## src/rtl/hazard_ctrl.sv

```systemverilog
// hazard_ctrl: pipeline hazard unit with load-use stall, branch flush,
// forwarding select and saturating perf counters.
// Optional macro HAZARD_CTRL_FORWARDING_EN enables operand forwarding;
// without it every RAW dependence on EX/MEM/WB stalls until retired.
module hazard_ctrl #(
   parameter int ADDR_W = 5,
   parameter int CNT_W  = 32
) (
   input  logic              clk,
   input  logic              arst_n,
   input  logic              enable,
   input  logic              id_valid,
   input  logic [ADDR_W-1:0] id_rs,
   input  logic [ADDR_W-1:0] id_rt,
   input  logic              id_uses_rt,
   input  logic              id_reg_write,
   input  logic              id_mem_read,
   input  logic [ADDR_W-1:0] id_waddr,
   input  logic              mem_take,
   output logic              pc_en,
   output logic              if_id_en,
   output logic              if_id_flush,
   output logic              id_ex_flush,
   output logic              ex_mem_flush,
   output logic [1:0]        fwd_a,
   output logic [1:0]        fwd_b,
   output logic [CNT_W-1:0]  stall_cnt,
   output logic [CNT_W-1:0]  flush_cnt
);

   typedef struct packed {
      logic              valid;
      logic              reg_write;
      logic              mem_read;
      logic [ADDR_W-1:0] waddr;
      logic [ADDR_W-1:0] rs;
      logic [ADDR_W-1:0] rt;
   } shadow_t;

   localparam logic [1:0] SRC_RF  = 2'b00;
   localparam logic [1:0] SRC_WB  = 2'b01;
   localparam logic [1:0] SRC_MEM = 2'b10;

   shadow_t ex_q;
   shadow_t mem_q;
   shadow_t wb_q;
   shadow_t ex_d;
   shadow_t mem_d;
   shadow_t wb_d;
   shadow_t id_e;

   logic ex_wr;
   logic mem_wr;
   logic wb_wr;
   logic ex_hit;
   logic hazard;
   logic stall;
   logic stall_eff;
   logic unused_sink;

   // A shadow entry only produces a result if it is live and targets r1+
   function automatic logic is_writer(input shadow_t s);
      return s.valid & s.reg_write & (s.waddr != '0);
   endfunction

   // Does a shadow destination match an operand the ID instruction reads
   function automatic logic id_match(input shadow_t s);
      return (s.waddr == id_rs) | (id_uses_rt & (s.waddr == id_rt));
   endfunction

   assign ex_wr  = is_writer(ex_q);
   assign mem_wr = is_writer(mem_q);
   assign wb_wr  = is_writer(wb_q);
   assign ex_hit = id_match(ex_q);

`ifdef HAZARD_CTRL_FORWARDING_EN
   // Only a load in EX cannot be forwarded in time
   assign hazard = ex_wr & ex_q.mem_read & ex_hit;
`else
   logic mem_hit;
   logic wb_hit;

   assign mem_hit = id_match(mem_q);
   assign wb_hit  = id_match(wb_q);

   // No bypass: wait until the producer has left WB
   assign hazard = (ex_wr & ex_hit)
                 | (mem_wr & mem_hit)
                 | (wb_wr & wb_hit);
`endif

   assign stall     = id_valid & hazard;
   assign stall_eff = stall & ~mem_take;

   // Pack the ID-stage instruction into a shadow entry
   always_comb begin
      id_e           = '0;
      id_e.valid     = id_valid;
      id_e.reg_write = id_reg_write;
      id_e.mem_read  = id_mem_read;
      id_e.waddr     = id_waddr;
      id_e.rs        = id_rs;
      id_e.rt        = id_rt;
   end

   // Shadow pipeline next state: flush beats stall beats shift
   always_comb begin
      ex_d  = ex_q;
      mem_d = mem_q;
      wb_d  = wb_q;
      if (enable) begin
         if (mem_take) begin
            ex_d  = '0;
            mem_d = '0;
            wb_d  = mem_q;
         end else if (stall) begin
            ex_d  = '0;
            mem_d = ex_q;
            wb_d  = mem_q;
         end else begin
            ex_d  = id_e;
            mem_d = ex_q;
            wb_d  = mem_q;
         end
      end
   end

   // Shadow stage registers
   always_ff @(posedge clk or negedge arst_n) begin
      if (!arst_n) begin
         ex_q  <= '0;
         mem_q <= '0;
         wb_q  <= '0;
      end else begin
         ex_q  <= ex_d;
         mem_q <= mem_d;
         wb_q  <= wb_d;
      end
   end

   // Saturating stall/flush counters, frozen while disabled
   always_ff @(posedge clk or negedge arst_n) begin
      if (!arst_n) begin
         stall_cnt <= '0;
         flush_cnt <= '0;
      end else if (enable) begin
         if (mem_take && (flush_cnt != '1))
            flush_cnt <= flush_cnt + CNT_W'(1);
         if (stall_eff && (stall_cnt != '1))
            stall_cnt <= stall_cnt + CNT_W'(1);
      end
   end

   // Pipeline enables and bubble requests
   always_comb begin
      pc_en        = enable & ~stall_eff;
      if_id_en     = enable & ~stall_eff;
      if_id_flush  = mem_take;
      id_ex_flush  = mem_take | stall;
      ex_mem_flush = mem_take;
   end

`ifdef HAZARD_CTRL_FORWARDING_EN
   // Operand source select, youngest producer wins
   always_comb begin
      fwd_a = SRC_RF;
      fwd_b = SRC_RF;
      if (mem_wr && (mem_q.waddr == ex_q.rs))
         fwd_a = SRC_MEM;
      else if (wb_wr && (wb_q.waddr == ex_q.rs))
         fwd_a = SRC_WB;
      if (mem_wr && (mem_q.waddr == ex_q.rt))
         fwd_b = SRC_MEM;
      else if (wb_wr && (wb_q.waddr == ex_q.rt))
         fwd_b = SRC_WB;
   end
`else
   assign fwd_a = SRC_RF;
   assign fwd_b = SRC_RF;
`endif

   // Fields kept for visibility but not consumed in every build
   assign unused_sink = ^{ex_q, mem_q, wb_q, SRC_WB, SRC_MEM};

endmodule

```

## config.mk

```make
export PLATFORM = sky130hd
export DESIGN_NAME = hazard_ctrl
export DESIGN_NICKNAME = d
export VERILOG_FILES = /design/src/rtl/hazard_ctrl.sv
export SDC_FILE = /design/constraint.sdc
export NUM_CORES = 1
export LEC_CHECK = 0
export CAP_MARGIN = 20
export CORE_ASPECT_RATIO = 1.1
export CORE_MARGIN = 2
export CORE_UTILIZATION = 55
export CTS_CLUSTER_DIAMETER = 60
export DETAILED_ROUTE_END_ITERATION = 6
export GPL_TIMING_DRIVEN = 0
export HOLD_SLACK_MARGIN = 0.1
export PLACE_DENSITY = 0.86
export REMOVE_ABC_BUFFERS = 1
export SYNTH_ARGS = -nofsm -noshare
export SYNTH_HDL_FRONTEND = slang
export SYNTH_SLANG_ARGS = --single-unit
```

## constraint.sdc

```tcl
create_clock -name clk -period 4.6 [get_ports clk]
set_input_delay 0.92 -clock clk [delete_from_list [all_inputs] [get_ports clk]]
set_output_delay 0.92 -clock clk [all_outputs]
set_load 0.05 [all_outputs]
```

Word-level counts from Yosys, hierarchy flattened
Index checks and enable logic that the tools add are counted.
{"block": "word_totals", "register_bits": 96, "elab_cells": 57}
{"block": "op_classes", "add_sub_neg": 2, "eq_ne": 8, "n_mux": 3, "n_bitwise": 23, "reduce_logical": 7}
{"op": "$add 32x1->32 const B", "n": 2}
{"op": "$ne 32x32->1 const B", "n": 2}
{"op": "$mux 18", "n": 3}
{"op": "$eq 5x5->1", "n": 6}
{"op": "$and 1x1->1", "n": 15}
{"op": "$reduce_bool 5->1", "n": 3}
{"op": "$or 1x1->1", "n": 6}
{"op": "$reduce_and 2->1", "n": 2}
{"op": "$logic_and 1x1->1", "n": 2}
{"op": "$not 1->1", "n": 2}

Longest topological paths before layout
{"block": "depth", "ltp_word": 10, "mapped_depth": 8, "depth_no_buf": 8}

Worst setup path after synthesis
No wires, ideal clock.
{"block": "synth_timing", "path_type": "input port to output port", "from": "input id_rt[3]", "to": "output pc_en", "arrival_ps": 2946, "required_ps": 3680, "setup_slack_ps": 734, "path_stages": 8, "n_path_buf": 2, "path_cell_list": "xor2_1 nor4_1 a32oi_1 nor3_2 o31a_2 buf_2 nor2_1 buf_4"}
{"block": "synth_via", "elab_chain_len": 10, "word_cells_on_any_way": 18}
{"item": "start, declared", "line_no": "14", "text": "input logic [ADDR_W-1:0] id_rt,"}
{"item": "$eq 5x5->1", "line_no": "68", "text": "return (s.waddr == id_rs) | (id_uses_rt & (s.waddr == id_rt));"}
{"item": "$and 1x1->1", "line_no": "68"}
{"item": "$or 1x1->1", "line_no": "68"}
{"item": "$and 1x1->1 (on tied branches)", "line_no": "87, 88"}
{"item": "$or 1x1->1", "line_no": "88", "text": "| (mem_wr & mem_hit)"}
{"item": "$or 1x1->1 (*)", "line_no": "89", "text": "| (wb_wr & wb_hit);"}
{"item": "$and 1x1->1 (*)", "line_no": "92", "text": "assign stall = id_valid & hazard;"}
{"item": "$and 1x1->1 (*)", "line_no": "93", "text": "assign stall_eff = stall & ~mem_take;"}
{"item": "$not 1->1 (*)"}
{"item": "$and 1x1->1 (*)"}
{"item": "end, declared", "line_no": "20", "text": "output logic pc_en,"}
Mark *: on every way between the ends. The rest lies on a longest branch, timed or not.

Worst setup path after layout
{"block": "layout_timing", "from": "input id_rt[0]", "to": "output id_ex_flush"}
{"block": "layout_via", "elab_chain_len": 8, "word_cells_on_any_way": 16}
{"item": "$eq 5x5->1", "line_no": "68"}
{"item": "$and 1x1->1", "line_no": "68"}
{"item": "$or 1x1->1", "line_no": "68"}
{"item": "$and 1x1->1 (on tied branches)", "line_no": "87, 88"}
{"item": "$or 1x1->1", "line_no": "88"}
{"item": "$or 1x1->1 (*)", "line_no": "89"}
{"item": "$and 1x1->1 (*)", "line_no": "92"}
{"item": "$or 1x1->1 (*)", "line_no": "159", "text": "id_ex_flush = mem_take | stall;"}
{"item": "end, declared", "line_no": "23", "text": "output logic id_ex_flush,"}
Marked as above.

==> results.json <==
{
  "status": "finished clean",
  "cp_top_family": "buffers and inverters",
  "grt_pass1_wl_um": 16100,
  "grt_pass1_vias": 3411,
  "cp.required_ns": 3.68,
  "p_leak_nw": 2.33,
  "max_freq_ghz": 0.227,
  "antenna_found_initial": 0,
  "crit_top_cell": "clkdlybuf4s50_1",
  "ctsHoldBuffers": 0,
  "cts_tree": "yes",
  "postRouteAntennaNets": 0,
  "cp.arrival_ns": 3.49,
  "highest_layer": "met4",
  "layout_setup_ws_ns": 0.185,
  "slowest_stage": "clkdlybuf4s50_1",
  "ys.warnings.count": 0,
  "async_reset_ff_share_pct": 100,
  "total_power_mw": 1.67,
  "hold_violations": 0,
  "initial_utilization_pct": 56.1,
  "die_h_um": 98.0,
  "critPathLaunchType": "primary input",
  "crit_cells": 9,
  "num_rows": 34,
  "crit_path_end_kind": "output port",
  "port_buffers": 90,
  "htree_levels": 3,
  "area_delta_synth_final_pct": 26.4,
  "cts_setup_buffers": 0,
  "drt-initial-drc-count": 192,
  "grt_max_degree": 67,
  "maxCapViolations": 0,
  "path_clk_slew_ns": 0.09,
  "ys_seq_elements": 85,
  "pwr_density_cell_nw_per_um2": 300,
  "cts_sinks": 85,
  "worstMarginPinSlew_ns": 0.932,
  "wl_met2_um": 4910,
  "synthFlopType": "dfrtp_1",
  "ff2ff_path_depth": 7,
  "syn_avg_cell_area_um2": 10.3,
  "crit_buf_inv": 3,
  "cts-root-buf": "clkbuf_8",
  "timing_worst_setup_path_type": "primary input to output port",
  "wl_met3_um": 491,
  "grt_usage_pct": 23.3,
  "synth_area_um2": 4420,
  "rsz0062_at_grt": "false",
  "via_per_inst": 5.57,
  "setup-tns-final_ns": 0,
  "io_pins": 96,
  "whs_ns": 0.442,
  "period_share_pct": 96.0,
  "antenna_cells": 0,
  "seq_area_frac_synth_pct": 48.2,
  "wirelength_um": 9700,
  "place_congestion": 0.916,
  "drc": 0,
  "drt-met1-wl_um": 4110,
  "maxSlewHeadroom_pct": 37.9,
  "post-route-util_pct": 70.9,
  "grt_overflow": 0,
  "yosysUniqueCellTypes": 44,
  "hold_path_class": "primary input to asynchronous set/reset pin",
  "fin_skew_ns": 0.00881,
  "setup_viol": 0,
  "path_cells": "clkdlybuf4s50_1 -> xor2_1 -> nor4_1 -> a32oi_1 -> nor3_2 -> or3_4 -> a21oi_4 -> inv_1 -> clkdlybuf4s50_1",
  "fp.dieW_um": 89.4,
  "hpwlAfterDp_um": 6950,
  "cts_buffers": 9,
  "drv_slew": 0,
  "place_ws_ns": -0.0669,
  "crit_fanout": 7,
  "clockBufferDepth": 2,
  "wl_per_cell_um": 15.5,
  "clock_latency_ns": 0.35,
  "ir_drop_uv": 271,
  "cpPeakStageDelay_ns": 0.70,
  "core_area_um2": 7870,
  "die_area_um2": 8760,
  "first_pass_iters": 4,
  "nets": 539,
  "drive_gt1_share_pct": 7.92,
  "synth_edf_count": 0,
  "syn_inst": 427,
  "vias": 3489,
  "fin_crit_ns": 4.41
}
[worst reg2reg max path, stage by stage (launching register included)]
cell,delay (ns)
dfrtp_1,0.42
ha_1,0.19
nand2_1,0.09
nor3_1,0.49
nand3_1,0.25
or2_1,0.54
nand3_2,0.22
mux2_2,0.35
[report_power, final]
group,internal [mW],switching [mW]
registers,0.787,0.0549
logic,0.124,0.196
clock network,0.250,0.262
total,1.16,0.513
[cell usage in the layout (no fill, tap or decap), types with 2 or more instances in the layout]
cell type and count:
dlymetal6s2s_1 2, ha_1 2, nand3b_1 6, nand2_1 38
conb_1 4, nand3_1 26, and4_1 3, clkbuf_8 9
nand4_1 30, mux2_2 9, nor2_1 21, o21ai_0 6
and2_1 4, xnor2_1 58, nor3_1 18, nor2b_1 8
nand2b_1 2, nor4_1 5, clkinvlp_4 3, or4_1 2
inv_1 12, a31o_2 6, a32oi_1 2, and3_1 16
xor2_1 33, dfrtp_1 85, clkdlybuf4s50_1 86
[Yosys cell counts, drive strengths merged, types with 2 or more instances]
library cell	n	area share [%]
a21oi	2	0.48
a31o	6	1.2
a31oi	2	0.62
a32oi	2	0.40
and2	4	0.57
and3	16	2.3
and4	3	0.60
buf	13	2.0
clkbuf	5	0.43
dfrtp	85	48
ha	2	0.57
inv	12	1.0
mux2	9	2.3
nand2	38	3.2
nand2b	2	0.28
nand3	27	3.2
nand3b	6	1.0
nand4	30	4.3
nor2	21	1.8
nor2b	8	1.1
nor3	19	2.3
nor4	6	1.2
o21ai	6	0.68
or4	2	0.34
xnor2	58	12
xor2	33	6.5
[through the flow]
stage               instances  area [um2]
floorplan                 412        4320
global placement          610        5360
detailed placement        611        5380
CTS                       626        5570
global route              626        5580
finish                    626        5580
[worst paths after layout]
kind	startpoint	to	slack, ns
max	id_rt[0]	id_ex_flush	0.19
min	arst_n	stall_cnt[19]	0.44
max reg2reg	stall_cnt[0]	stall_cnt[1]	1.95
min reg2reg	stall_cnt[13]	stall_cnt[13]	0.49
max in group asynchronous	arst_n	stall_cnt[10]	3.55
min in group clk	stall_cnt[13]	stall_cnt[13]	0.49
[timing repair]
| action | in CTS | in global routing |
|---|---|---|
| endpoints found under the setup margin | 2 | 2 |
| resized for setup | 1 | 2 |
| gates cloned | 0 | 0 |
[logic make-up (layout without fill, tap and decap cells)]
group                    Yosys count  after routing  share of synthesized area, %
other                              1              4                        0.0849
flip-flops                        85             85                          48.2
AND/OR/NAND/NOR                  185            185                          22.7
multiplexers                       9              9                          2.30
XOR/XNOR                          91             91                          18.1
AO/OA/AOI/OAI                     24             24                          4.73
adder cells (fa/ha/maj)            2              2                         0.567
buffers and inverters             30            118                          3.40
[area by class of cell]
cell class / count / area [um2]
multi-input cells: 315 / 2160
clock inverters: 5 / 61.3
inverters: 12 / 45.0
well taps: 108 / 135
clock buffers: 10 / 128
flip-flops and latches: 85 / 2130
repair buffers: 91 / 926
fillers: 568 / 2290
[flip-flops by register name, indices dropped and copies added (netlist names)]
name       count
flush_cnt     32
stall_cnt     32
ex_q           7
mem_q          7
wb_q           7
[per-layer routing]
| layer | vias to the layer above | GRT usage (%) |
|---|---|---|
| met5 | - | 0 |
| met4 | 0 | 9.53 |
| met3 | 18 | 3.89 |
| met2 | 116 | 37.3 |
| met1 | 1704 | 31.3 |
| li1 | 1651 | - |
(Power assumes the default switching activity.)
